--- src/rtl/iic_reg_bank_if.sv ---
// Byte-wide register access bus between the IIC slave front end and its register bank.
// The slave front end is the master of this bus; the register bank is the slave.
interface iic_reg_bank_if;
    logic       iic_en;
    logic       writeEn;
    logic       readEn;
    logic [7:0] regAddr;
    logic [7:0] wr_data;
    logic [7:0] rd_data;
    logic       wr_strobe;

    modport master (
        output iic_en, writeEn, readEn, regAddr, wr_data,
        input  rd_data, wr_strobe
    );

    modport slave (
        input  iic_en, writeEn, readEn, regAddr, wr_data,
        output rd_data, wr_strobe
    );
endinterface

--- src/rtl/iic_reg_bank.sv ---
// IIC register bank: control registers, synced status with IRQ flag/mask, and a 16-bit event counter
// with an atomic two-byte read. Define IIC_REG_LOCK_EN to add the 0x1E LOCK register guarding CTRLn writes.
module iic_reg_bank #(
    parameter int         NUM_CTRL = 8,
    parameter logic [7:0] CTRL_RST = 8'h00,
    parameter logic [7:0] ID_VALUE = 8'h5A
) (
    input  logic                  clk,
    input  logic                  rst_n,
    iic_reg_bank_if.slave         bus,
    output logic [8*NUM_CTRL-1:0] ctrl_o,
    input  logic [7:0]            status_i,
    input  logic                  event_i,
    output logic                  irq_o
);

    localparam logic [7:0] ADDR_STATUS = 8'h10;
    localparam logic [7:0] ADDR_FLAG   = 8'h11;
    localparam logic [7:0] ADDR_MASK   = 8'h12;
    localparam logic [7:0] ADDR_CNTLO  = 8'h14;
    localparam logic [7:0] ADDR_CNTHI  = 8'h15;
    localparam logic [7:0] ADDR_LOCK   = 8'h1E;
    localparam logic [7:0] ADDR_ID     = 8'h1F;

    logic        writeEnQ;
    logic        readEnQ;
    logic        wrRise;
    logic        rdRise;
    logic        ctrlWrOk;
    logic        wrAccepted;
    logic [NUM_CTRL-1:0] ctrlWr;
    logic [7:0]  ctrlArr [NUM_CTRL];

    logic [7:0]  statusMeta;
    logic [7:0]  statusSync;
    logic [7:0]  statusDly;
    logic [7:0]  statusRise;
    logic [7:0]  irqFlag;
    logic [7:0]  irqFlagNext;
    logic [7:0]  irqMask;
    logic [15:0] counter;
    logic [7:0]  cntShadow;
    logic        cntClr;

    logic [7:0]  rdMux;
    logic [7:0]  rdDataReg;
    logic        wrStrobeReg;
    logic        irqReg;

    assign wrRise = bus.writeEn & ~writeEnQ & bus.iic_en;
    assign rdRise = bus.readEn & ~readEnQ & bus.iic_en;

    // Edge flops reset high so a request still asserted when reset releases does not commit.
    always_ff @(posedge clk or negedge rst_n) begin
        if (!rst_n) begin
            writeEnQ <= 1'b1;
            readEnQ  <= 1'b1;
        end else begin
            writeEnQ <= bus.writeEn;
            readEnQ  <= bus.readEn;
        end
    end

`ifdef IIC_REG_LOCK_EN
    logic [7:0] lockReg;
    logic       lockWr;

    assign lockWr   = wrRise & (bus.regAddr == ADDR_LOCK);
    assign ctrlWrOk = (lockReg == 8'hA5);

    always_ff @(posedge clk or negedge rst_n) begin
        if (!rst_n) begin
            lockReg <= 8'h00;
        end else if (lockWr) begin
            lockReg <= bus.wr_data;
        end
    end
`else
    logic lockWr;

    assign lockWr   = 1'b0;
    assign ctrlWrOk = 1'b1;
`endif

    genvar gi;
    generate
        for (gi = 0; gi < NUM_CTRL; gi++) begin : gCtrl
            logic [7:0] ctrlReg;

            assign ctrlWr[gi] = wrRise & ctrlWrOk & (bus.regAddr == 8'(gi));

            always_ff @(posedge clk or negedge rst_n) begin
                if (!rst_n) begin
                    ctrlReg <= CTRL_RST;
                end else if (ctrlWr[gi]) begin
                    ctrlReg <= bus.wr_data;
                end
            end

            assign ctrlArr[gi]         = ctrlReg;
            assign ctrl_o[gi*8 +: 8]   = ctrlReg;
        end
    endgenerate

    assign cntClr     = wrRise & (bus.regAddr == ADDR_CNTLO);
    assign statusRise = statusSync & ~statusDly;
    assign wrAccepted = (|ctrlWr) | cntClr | lockWr |
                        (wrRise & ((bus.regAddr == ADDR_FLAG) | (bus.regAddr == ADDR_MASK)));

    // W1C clear is applied first so a coincident status edge keeps its flag set.
    always_comb begin
        irqFlagNext = irqFlag;
        if (wrRise && (bus.regAddr == ADDR_FLAG)) begin
            irqFlagNext = irqFlagNext & ~bus.wr_data;
        end
        irqFlagNext = irqFlagNext | statusRise;
    end

    always_ff @(posedge clk or negedge rst_n) begin
        if (!rst_n) begin
            statusMeta <= 8'h00;
            statusSync <= 8'h00;
            statusDly  <= 8'h00;
            irqFlag    <= 8'h00;
            irqMask    <= 8'h00;
            irqReg     <= 1'b0;
        end else begin
            statusMeta <= status_i;
            statusSync <= statusMeta;
            statusDly  <= statusSync;
            irqFlag    <= irqFlagNext;
            if (wrRise && (bus.regAddr == ADDR_MASK)) begin
                irqMask <= bus.wr_data;
            end
            irqReg <= |(irqFlag & irqMask);
        end
    end

    always_ff @(posedge clk or negedge rst_n) begin
        if (!rst_n) begin
            counter   <= 16'h0000;
            cntShadow <= 8'h00;
        end else if (cntClr) begin
            counter   <= 16'h0000;
            cntShadow <= 8'h00;
        end else begin
            if (event_i) begin
                counter <= counter + 16'd1;
            end
            if (rdRise && (bus.regAddr == ADDR_CNTLO)) begin
                cntShadow <= counter[15:8];
            end
        end
    end

    always_comb begin
        rdMux = 8'h00;
        for (int i = 0; i < NUM_CTRL; i++) begin
            if (bus.regAddr == 8'(i)) begin
                rdMux = ctrlArr[i];
            end
        end
        case (bus.regAddr)
            ADDR_STATUS: rdMux = statusSync;
            ADDR_FLAG:   rdMux = irqFlag;
            ADDR_MASK:   rdMux = irqMask;
            ADDR_CNTLO:  rdMux = counter[7:0];
            ADDR_CNTHI:  rdMux = cntShadow;
`ifdef IIC_REG_LOCK_EN
            ADDR_LOCK:   rdMux = lockReg;
`endif
            ADDR_ID:     rdMux = ID_VALUE;
            default:     ;
        endcase
    end

    always_ff @(posedge clk or negedge rst_n) begin
        if (!rst_n) begin
            rdDataReg   <= 8'h00;
            wrStrobeReg <= 1'b0;
        end else begin
            rdDataReg   <= bus.iic_en ? rdMux : 8'h00;
            wrStrobeReg <= wrAccepted;
        end
    end

    assign bus.rd_data   = rdDataReg;
    assign bus.wr_strobe = wrStrobeReg;
    assign irq_o         = irqReg;

endmodule

--- src/flat_wrapper.sv ---
// flat-port wrapper written by rule: the top's interface ports become plain ports
module iic_reg_bank_flat 
#(
    parameter int         NUM_CTRL = 8,
    parameter logic [7:0] CTRL_RST = 8'h00,
    parameter logic [7:0] ID_VALUE = 8'h5A
)
  (clk, rst_n, ctrl_o, status_i, event_i, irq_o, bus_iic_en, bus_writeEn, bus_readEn, bus_regAddr, bus_wr_data, bus_rd_data, bus_wr_strobe);
  iic_reg_bank_if bus_i ();
  input  logic clk;
  input  logic rst_n;
  output logic [8*NUM_CTRL-1:0] ctrl_o;
  input  logic [7:0] status_i;
  input  logic event_i;
  output logic irq_o;
  input wire logic [$bits(bus_i.iic_en)-1:0] bus_iic_en;
  input wire logic [$bits(bus_i.writeEn)-1:0] bus_writeEn;
  input wire logic [$bits(bus_i.readEn)-1:0] bus_readEn;
  input wire logic [$bits(bus_i.regAddr)-1:0] bus_regAddr;
  input wire logic [$bits(bus_i.wr_data)-1:0] bus_wr_data;
  output wire logic [$bits(bus_i.rd_data)-1:0] bus_rd_data;
  output wire logic [$bits(bus_i.wr_strobe)-1:0] bus_wr_strobe;
  assign bus_i.iic_en = bus_iic_en;
  assign bus_i.writeEn = bus_writeEn;
  assign bus_i.readEn = bus_readEn;
  assign bus_i.regAddr = bus_regAddr;
  assign bus_i.wr_data = bus_wr_data;
  assign bus_rd_data = bus_i.rd_data;
  assign bus_wr_strobe = bus_i.wr_strobe;
  iic_reg_bank #(.NUM_CTRL(NUM_CTRL), .CTRL_RST(CTRL_RST), .ID_VALUE(ID_VALUE)) u_core (.clk(clk), .rst_n(rst_n), .bus(bus_i), .ctrl_o(ctrl_o), .status_i(status_i), .event_i(event_i), .irq_o(irq_o));
endmodule
--- config.mk ---
export PLATFORM = sky130hd
export DESIGN_NAME = iic_reg_bank_flat
export DESIGN_NICKNAME = d
export VERILOG_FILES = /design/src/rtl/iic_reg_bank_if.sv /design/src/rtl/iic_reg_bank.sv /design/src/flat_wrapper.sv
export SDC_FILE = /design/constraint.sdc
export NUM_CORES = 1
export LEC_CHECK = 0
export CORE_MARGIN = 3
export CORE_UTILIZATION = 57
export CTS_CLUSTER_SIZE = 10
export DETAILED_ROUTE_END_ITERATION = 7
export PLACE_DENSITY = 0.89
export SLEW_MARGIN = 20
export SYNTH_ARGS = -nofsm -noshare
export SYNTH_HDL_FRONTEND = slang
export SYNTH_SLANG_ARGS = --single-unit
export TNS_END_PERCENT = 50
--- constraint.sdc ---
create_clock -name clk -period 4.5 [get_ports clk]
set_input_delay 0.675 -clock clk [delete_from_list [all_inputs] [get_ports clk]]
set_output_delay 0.675 -clock clk [all_outputs]
set_load 0.02 [all_outputs]
==> Yosys cells after proc, flatten, opt, wreduce, memory -nomap -nowiden <==
Index checks and enable logic that the tools add are counted.
{ "totals": {"register_bits": 140, "out_inout_bits": 74, "elab_cells": 82} }
{ "op_classes": {"addsub": 1, "eq_ne": 13, "muxes": 15, "bitwise_logic": 25, "n_reduce_logical": 8} }
{ "ops": {"columns": ["operator", "count"], "rows": [
  ["$mux W8", 12],
  ["$eq A8 B5 Y1 const B", 6],
  ["$pmux W8 S6", 1],
  ["$eq A8 B3 Y1 const B", 4],
  ["$mux W16", 2],
  ["$and A8 B8 Y8", 3],
  ["$add A16 B1 Y16 const B", 1],
  ["$eq A8 B2 Y1 const B", 2],
  ["$not A8 Y8", 2],
  ["$reduce_or A8 Y1", 2],
  ["$and A1 B1 Y1", 14],
  ["$eq A8 B1 Y1 const B", 1],
  ["$logic_not A8 Y1", 1],
  ["$or A8 B8 Y8", 1],
  ["$reduce_bool A2 Y1", 2],
  ["$logic_and A1 B1 Y1", 3],
  ["$or A1 B1 Y1", 3],
  ["$not A1 Y1", 2]
]} }

==> Depth between registers and ports, before layout <==
Gate-level depths: netlist of the first run.
{ "depth": {"ltp_word": 11, "ltp_mapped": 7} }

==> Least setup slack after synthesis of the first run <==
OpenSTA, ideal clock, no wires.
{ "synth_path": {"path_kind": "input port to flip-flop", "from": "input port bus_regAddr[3]", "to": "register u_core.gCtrl[2].ctrlReg[0]", "setup_time_ps": 125, "t_arrival_ps": 2558, "required_time_ps": 4375, "slack_ps": 1817, "cell_stages": 5, "path_buffers": 1, "cell_sequence": "or4_4 -> or4_1 -> buf_2 -> nor3b_4 -> mux2_2"} }
{ "synth_between": {"elab_chain_len": 2} }
{ "synth_rtl": {"columns": ["item", "line_no", "rtl"], "rows": [
  ["start, declared", "flat_wrapper.sv:19", "input wire logic [$bits(bus_i.regAddr)-1:0] bus_regAddr;"],
  ["$eq A8 B2 Y1", "iic_reg_bank.sv:90", "assign ctrlWr[gi] = wrRise & ctrlWrOk & (bus.regAddr == 8'(gi));"],
  ["$and A1 B1 Y1", "iic_reg_bank.sv:90", null],
  ["end signal, assigned", "iic_reg_bank.sv:96", "ctrlReg <= bus.wr_data;"],
  ["end, declared", "iic_reg_bank.sv:88", "logic [7:0] ctrlReg;"]
]} }
Every way passes these cells.
A chain may end at the register's enable or synchronous reset.

==> Worst setup path in the final report of the first run <==
{ "layout_path": {"from": "input port bus_regAddr[3]", "to": "register u_core.gCtrl[2].ctrlReg[7]"} }
Same word-level chain as after synthesis.

==> metrics.cfg, run 1 <==
[logic_synthesis]
ys_ff_latch=140
synth_edf_count=0
synth_compound_area_share_pct=8.95
ys_warn_count=0
async_reset_ff_share_pct=100
synth.yosys.seq_area_share_pct=56.2
synth.top_cell.area_share_pct=55.4
synth-main-ff-cell=dfrtp_1
synthTopCellsByArea=dfrtp_1, mux2_2, nand2_1
syn_area_um2=6230
synthSimpleGateAreaFrac_pct=11.2
netlist_instances=515
synthXorXnorAreaFrac_pct=2.11
synth_cell_types=50
synthAdderAreaFrac_pct=0.201
synth_area_per_cell_um2=12.1
synthMuxAreaShare_pct=18.9
yosysTopAreaCell=dfrtp_1
syn_nets=546
synth_top_family_by_area=multiplexers

[sta]
rsz0062_at_grt=no
period_needed_ns=2.98
tns_ns=0
max_slew_margin_pct=29.4
hold_viol=0
fin_skew_ns=0.00676
post-route-period-util_pct=66.1
fmax_mhz=336
finalSetupViolations=0
worst_slew_pin_slew_ns=1.06
worst_slack_ns=1.52
final_max_slew_viol_count=0

[cts]
cts_buffers=17
clkTransAtPathRegs_ns=0.06
root_buffer=clkbuf_8
clk_latency_ns=0.54
tritoncts=done
cts_sinks=140
h-tree-depth=4
cts_setup_buffers=0
cts_hold_buffers=0
cts_resized=0
ctsLongestPathBuffers=2

[setup_path]
crit_fanout=8
critPathLaunchType=input pin
cp_cell_sequence=clkdlybuf4s50_1 > or4_4 > or4_1 > nor3b_4 > mux2_2
cp.arrival_ns=3.39
cp_slowest_stage_delay_ns=0.65
rrSetupSlack_ns=2.13
crit_required_ns=4.91
path_class=input pin to flop
cp_slowest_cell=or4_1
end_kind=flop

[global_routing]
grt_pass1_vias=4882
overflow=0
grt_max_degree=77
antenna_found_initial=0
track_usage_pct=28.9
grt_pass1_wl_um=27200

[finish]
final_nets=646
mostFrequentLayoutCells=dfrtp_1, clkdlybuf4s50_1, mux2_2
diodes=0
area_growth_pct=28.4
fill_cells=631
layout_commonest_cell=dfrtp_1
drive_gt1_share_pct=21.9

[routing]
route.antenna.remaining_nets=0
firstDrtPassIters=5
drc=0
first_iter_violations=507
routed_wl_um=17500
vias=4824
wl_per_cell_um=22.9
via_per_inst=6.32

[floorplanning]
io_pins=104
start_util_pct=59.6
rows=37
die_area_um2=12200
die_w_um=111
core_um2=10500
die_h_um=111

[job]
cap_violations=0

[status]
status=finished clean

[pwr]
p_leak_nw=3.58
pwr_density_cell_nw_per_um2=386
max-vdd-ir-drop_uv=293

[place]
dp_hpwl_um=11800
pre_cts_slack_ns=1.01
globalplace.congestion=0.946
io_buffers=103

[worst_hold_path]
hold_path.class=input pin to async pin

-- per-stage QoR --
stage / hold slack (ns) / power (W) / std cells / utilization [%] / instance area (µm²)
2_1_floorplan: 0.331 / 0.00151 / 515 / - / 6230
3_3_place_gp: 0.333 / 0.00163 / 732 / 70.6 / 7390
3_5_place_dp: 0.336 / 0.00164 / 732 / 70.6 / 7390
4_1_cts: 0.251 / 0.00310 / 763 / 76.5 / 8010
5_1_grt: 0.275 / 0.00319 / 763 / 76.5 / 8010
6_report: 0.231 / 0.00309 / 763 / 76.5 / 8010
-- power breakdown --
group | switching (W) | total, W | internal [W]
combinational | 0.000149 | 0.000259 | 0.000110
sequential | 0.0000607 | 0.00137 | 0.00131
clock | 0.000522 | 0.00146 | 0.000939
total | 0.000731 | 0.00309 | 0.00236
-- flip-flops by register name, indices dropped and copies added (netlist names), 8 cells and up --
signal,cells
u_core.statusMeta,8
u_core.statusSync,8
u_core.gCtrl.ctrlReg,64
u_core.cntShadow,8
u_core.bus.rd_data,8
u_core.irqMask,8
u_core.counter,16
u_core.irqFlag,8
u_core.statusDly,8
-- worst paths after layout --
| kind | start | end | cells after the start |
|---|---|---|---|
| worst min-delay path | rst_n | u_core.gCtrl[6].ctrlReg[0] | 1 |
| worst min register to register | u_core.statusMeta[6] | u_core.statusSync[6] | 0 |
| worst max register to register | u_core.writeEnQ | u_core.gCtrl[2].ctrlReg[7] | 5 |
| min in group clk | u_core.statusMeta[6] | u_core.statusSync[6] | 0 |
| worst max-delay path | bus_regAddr[3] | u_core.gCtrl[2].ctrlReg[7] | 5 |
| max in group asynchronous | rst_n | u_core.counter[8] | 2 |
-- Yosys cell counts, types with 4 or more instances --
master and instances:
a211oi_1 9, a21oi_1 16, a22o_1 10, a22oi_1 14, and3_1 6, buf_1 11
clkbuf_1 17, dfrtp_1 138, inv_1 10, mux2_2 82, mux2i_1 13, mux4_2 5
nand2_1 43, nand3_1 14, nand4_1 4, nor2_1 31, nor2b_1 6, nor3_1 13
nor4_1 4, o211ai_1 4, o21ai_0 8, xor2_1 13
-- critical path, delay by kind of cell --
kind	cells	cell delay, ns
buffers and inverters	1	0.49
and+or+nand+nor	3	1.81
muxes	1	0.41
-- routing by layer --
metal  vias up  wire length (µm)  global-route usage [%]
met3        40              1440                    7.67
met2       282              8760                    47.5
met4         0               414                    10.3
li1       2065                 -                       -
met1      2437              6880                    37.1
met5         -                 0                       0
-- final cells by class --
| cell class | instances | area, µm² | share of cell area (%) |
|---|---|---|---|
| sequential | 140 | 3510 | 43.8 |
| multi-input combinational | 335 | 2580 | 32.2 |
| timing repair buffer | 111 | 1100 | 13.7 |
| clock buffer | 20 | 455 | 5.69 |
| tap | 136 | 170 | 2.12 |
| clock inverter | 11 | 166 | 2.08 |
| inverter | 10 | 37.5 | 0.469 |
-- cells by family (layout without fill, tap and decap cells) --
logic type	after synthesis	in the layout
buf+inv	40	152
fa+ha+maj	1	1
simple gates	139	139
compound gates	79	79
flops	140	140
mux	101	101
xor+xnor	15	15
Note: power is estimated with default switching activity, not from simulation.
==> inputs of run 2 (changes only) <==
- CORE_UTILIZATION: 57 -> 48
- PLACE_DENSITY: 0.89 -> 0.8
- clock period: 4.5 -> 2.6 ns (I/O delays scaled with it)
==> run 2 against run 1 <==
Critical endpoint is now u_core.gCtrl[6].ctrlReg[3]. Largest power group unchanged. Sequential power increased by 73%. Clock power increased by 63%. Largest cell class unchanged. First-iteration DRC count down 13%. Combinational power is 78% higher. Die area up 18%. Non-clock buffer count up 37. Power up 69%. Hold slack lost 0.24 ns. The run now ends with hold timing left. Highest routed layer unchanged.
==> metrics.cfg, run 2 (synthesis gave the netlist of run 1 again) <==
[cts]
ctsLongestPathBuffers=2  ; unchanged
clk_latency_ns=0.42  ; was 0.54 ns
tritoncts=done  ; unchanged
h-tree-depth=4  ; unchanged
cts_sinks=140  ; unchanged
clkTransAtPathRegs_ns=0.06  ; about the same
root_buffer=clkbuf_16  ; was clkbuf_8
cts_buffers=17  ; unchanged

[floorplanning]
core_um2=12700  ; was 10,500 µm²
die_area_um2=14400  ; was 12,200 µm²
io_pins=104  ; unchanged
start_util_pct=49.2  ; was 59.6%
die_w_um=120  ; was 111 µm
die_h_um=120  ; was 111 µm
rows=41  ; was 37

[sta]
fin_skew_ns=0.00655  ; was 0.00676 ns
worst_slew_pin_slew_ns=0.718  ; was 1.06 ns
period_needed_ns=2.46
post-route-period-util_pct=94.4
hold_ws_ns=-0.00460  ; was 0.231 ns
finalSetupViolations=0  ; unchanged
max_slew_margin_pct=52.1  ; was 29.4%
hold_viol=5  ; was 0
rsz0062_at_grt=no  ; unchanged
fmax_mhz=407
final_max_slew_viol_count=0  ; unchanged

[global_routing]
use_met1_pct=32.4  ; was 37.1%
grt_pass1_wl_um=26500  ; was 27,200 µm
grt_use_met3_pct=5.33  ; was 7.67%
grt_max_degree=77  ; unchanged
busiest_layer=met2  ; unchanged
track_usage_pct=24.1  ; was 28.9%
antenna_found_initial=0  ; unchanged
overflow=0  ; unchanged
grt_pass1_vias=4787  ; was 4,882
met2_usage_pct=38.5  ; was 47.5%

[setup_path]
cp.arrival_ns=2.76  ; was 3.39 ns
cp_slowest_stage_delay_ns=0.54  ; was 0.65 ns
end_kind=flop  ; unchanged
crit_required_ns=2.90  ; was 4.91 ns
cp_cell_sequence=clkdlybuf4s50_1 > or4_4 > buf_4 > or3_1 > nor2_2 > nand2_1 > mux2_1  ; was clkdlybuf4s50_1 > or4_4 > or4_1 > nor3b_4 > mux2_2
cp_slowest_cell=or4_4  ; was or4_1
crit_fanout=8  ; unchanged
path_class=input pin to flop  ; unchanged
critPathLaunchType=input pin  ; unchanged

[pwr]
p_total_w=0.00522  ; was 0.00309 W
max-vdd-ir-drop_uv=530  ; was 293 µV
pwr_density_cell_nw_per_um2=626  ; was 386 nW/µm²
p_leak_nw=3.76  ; was 3.58 nW

[worst_hold_path]
hold_path.class=input pin to async pin  ; unchanged

[finish]
top_register=u_core.gCtrl.ctrlReg  ; unchanged
mostFrequentLayoutCells=dfrtp_1, clkdlybuf4s50_1, mux2_2  ; unchanged
reg.largest.list=u_core.gCtrl.ctrlReg x64, u_core.counter x16  ; unchanged
largest_reg_flops=64  ; unchanged
layout_commonest_cell=dfrtp_1  ; unchanged
fill_cells=943  ; was 631
area_growth_pct=33.7  ; was 28.4%
final_nets=683  ; was 646
drive_gt1_share_pct=26.2  ; was 21.9%
diodes=0  ; unchanged
fin_area_um2=8340  ; was 8010 µm²
stdcell_count=837  ; was 763

[routing]
drc=0  ; unchanged
first_iter_violations=439  ; was 507
route.antenna.remaining_nets=0  ; unchanged
via_per_inst=5.74  ; was 6.32
routed_wl_um=16800  ; was 17,500 µm
vias=4808  ; was 4,824
firstDrtPassIters=5  ; unchanged
wl_per_cell_um=20.1  ; was 22.9 µm

[place]
dp_hpwl_um=12400  ; was 11,800 µm
globalplace.congestion=0.952  ; was 0.946
io_buffers=103  ; unchanged
dpl_cell_area_um2=7750  ; was 7390 µm²
placedCellCount=805  ; was 732

[status]
violations=hold timing
status=complete, but fails checks  ; was finished clean

[job]
cap_violations=0  ; unchanged

[run 2: per-layer routing]
metal  vias to the layer above  part of all wire (%)
li1                       2141                     -
met1                      2410                    41
met2                       219                    49
met3                        38                   7.5
met4                         0                   2.6
met5                         -                     0
[run 2: path summary, 6_finish.rpt]
check	start	to	slack (ns)	cells past startpoint
max in group asynchronous	rst_n	u_core.readEnQ	1.83	2
min	rst_n	u_core.gCtrl[3].ctrlReg[5]	-0.005	1
min reg2reg	u_core.statusMeta[2]	u_core.statusSync[2]	0.34	0
max	bus_regAddr[5]	u_core.gCtrl[6].ctrlReg[3]	0.14	7
max reg2reg	u_core.writeEnQ	u_core.gCtrl[1].ctrlReg[5]	0.65	6
min in group clk	u_core.statusMeta[2]	u_core.statusSync[2]	0.34	0
[run 2: repair_timing]
| action | CTS | global route |
|---|---|---|
| gates resized for setup | 0 | 1 |
| setup buffers | 0 | 0 |
| hold buffers | 0 | 0 |
| setup endpoints to repair | 0 | 1 |
[run 2: where the power goes]
part           internal, W  total (W)  switching (W)
logic             0.000207   0.000462       0.000255
registers          0.00227    0.00237       0.000100
clock network      0.00149    0.00238       0.000890
[run 2: layout make-up]
type	instances	area, µm²	area share, %
inverters	10	37.5	0.450
flip-flops and latches	140	3510	42.1
multi-input cells	335	2580	30.9
well taps	172	215	2.58
clock inverters	13	150	1.80
clock buffers	19	433	5.19
repair buffers	148	1420	17.0
[run 2: metrics by stage]
| step | utilization [%] | setup TNS (ns) | hold slack, ns | setup slack, ns |
|---|---|---|---|---|
| floorplan | - | 0 | 0.0944 | 0.202 |
| global placement | 61.2 | -13.89 | 0.334 | -0.334 |
| detailed placement | 61.2 | -15.68 | 0.336 | -0.353 |
| CTS | 65.8 | 0 | 0.0275 | 0.0775 |
| global route | 65.8 | 0 | 0.0477 | 0.0224 |
| finish | 65.8 | 0 | -0.00460 | 0.145 |
[run 2: critical path: cells and delay by family]
family | cells | cell delay, ns
mux | 1 | 0.40
buf+inv | 2 | 0.63
simple gates | 4 | 1.34
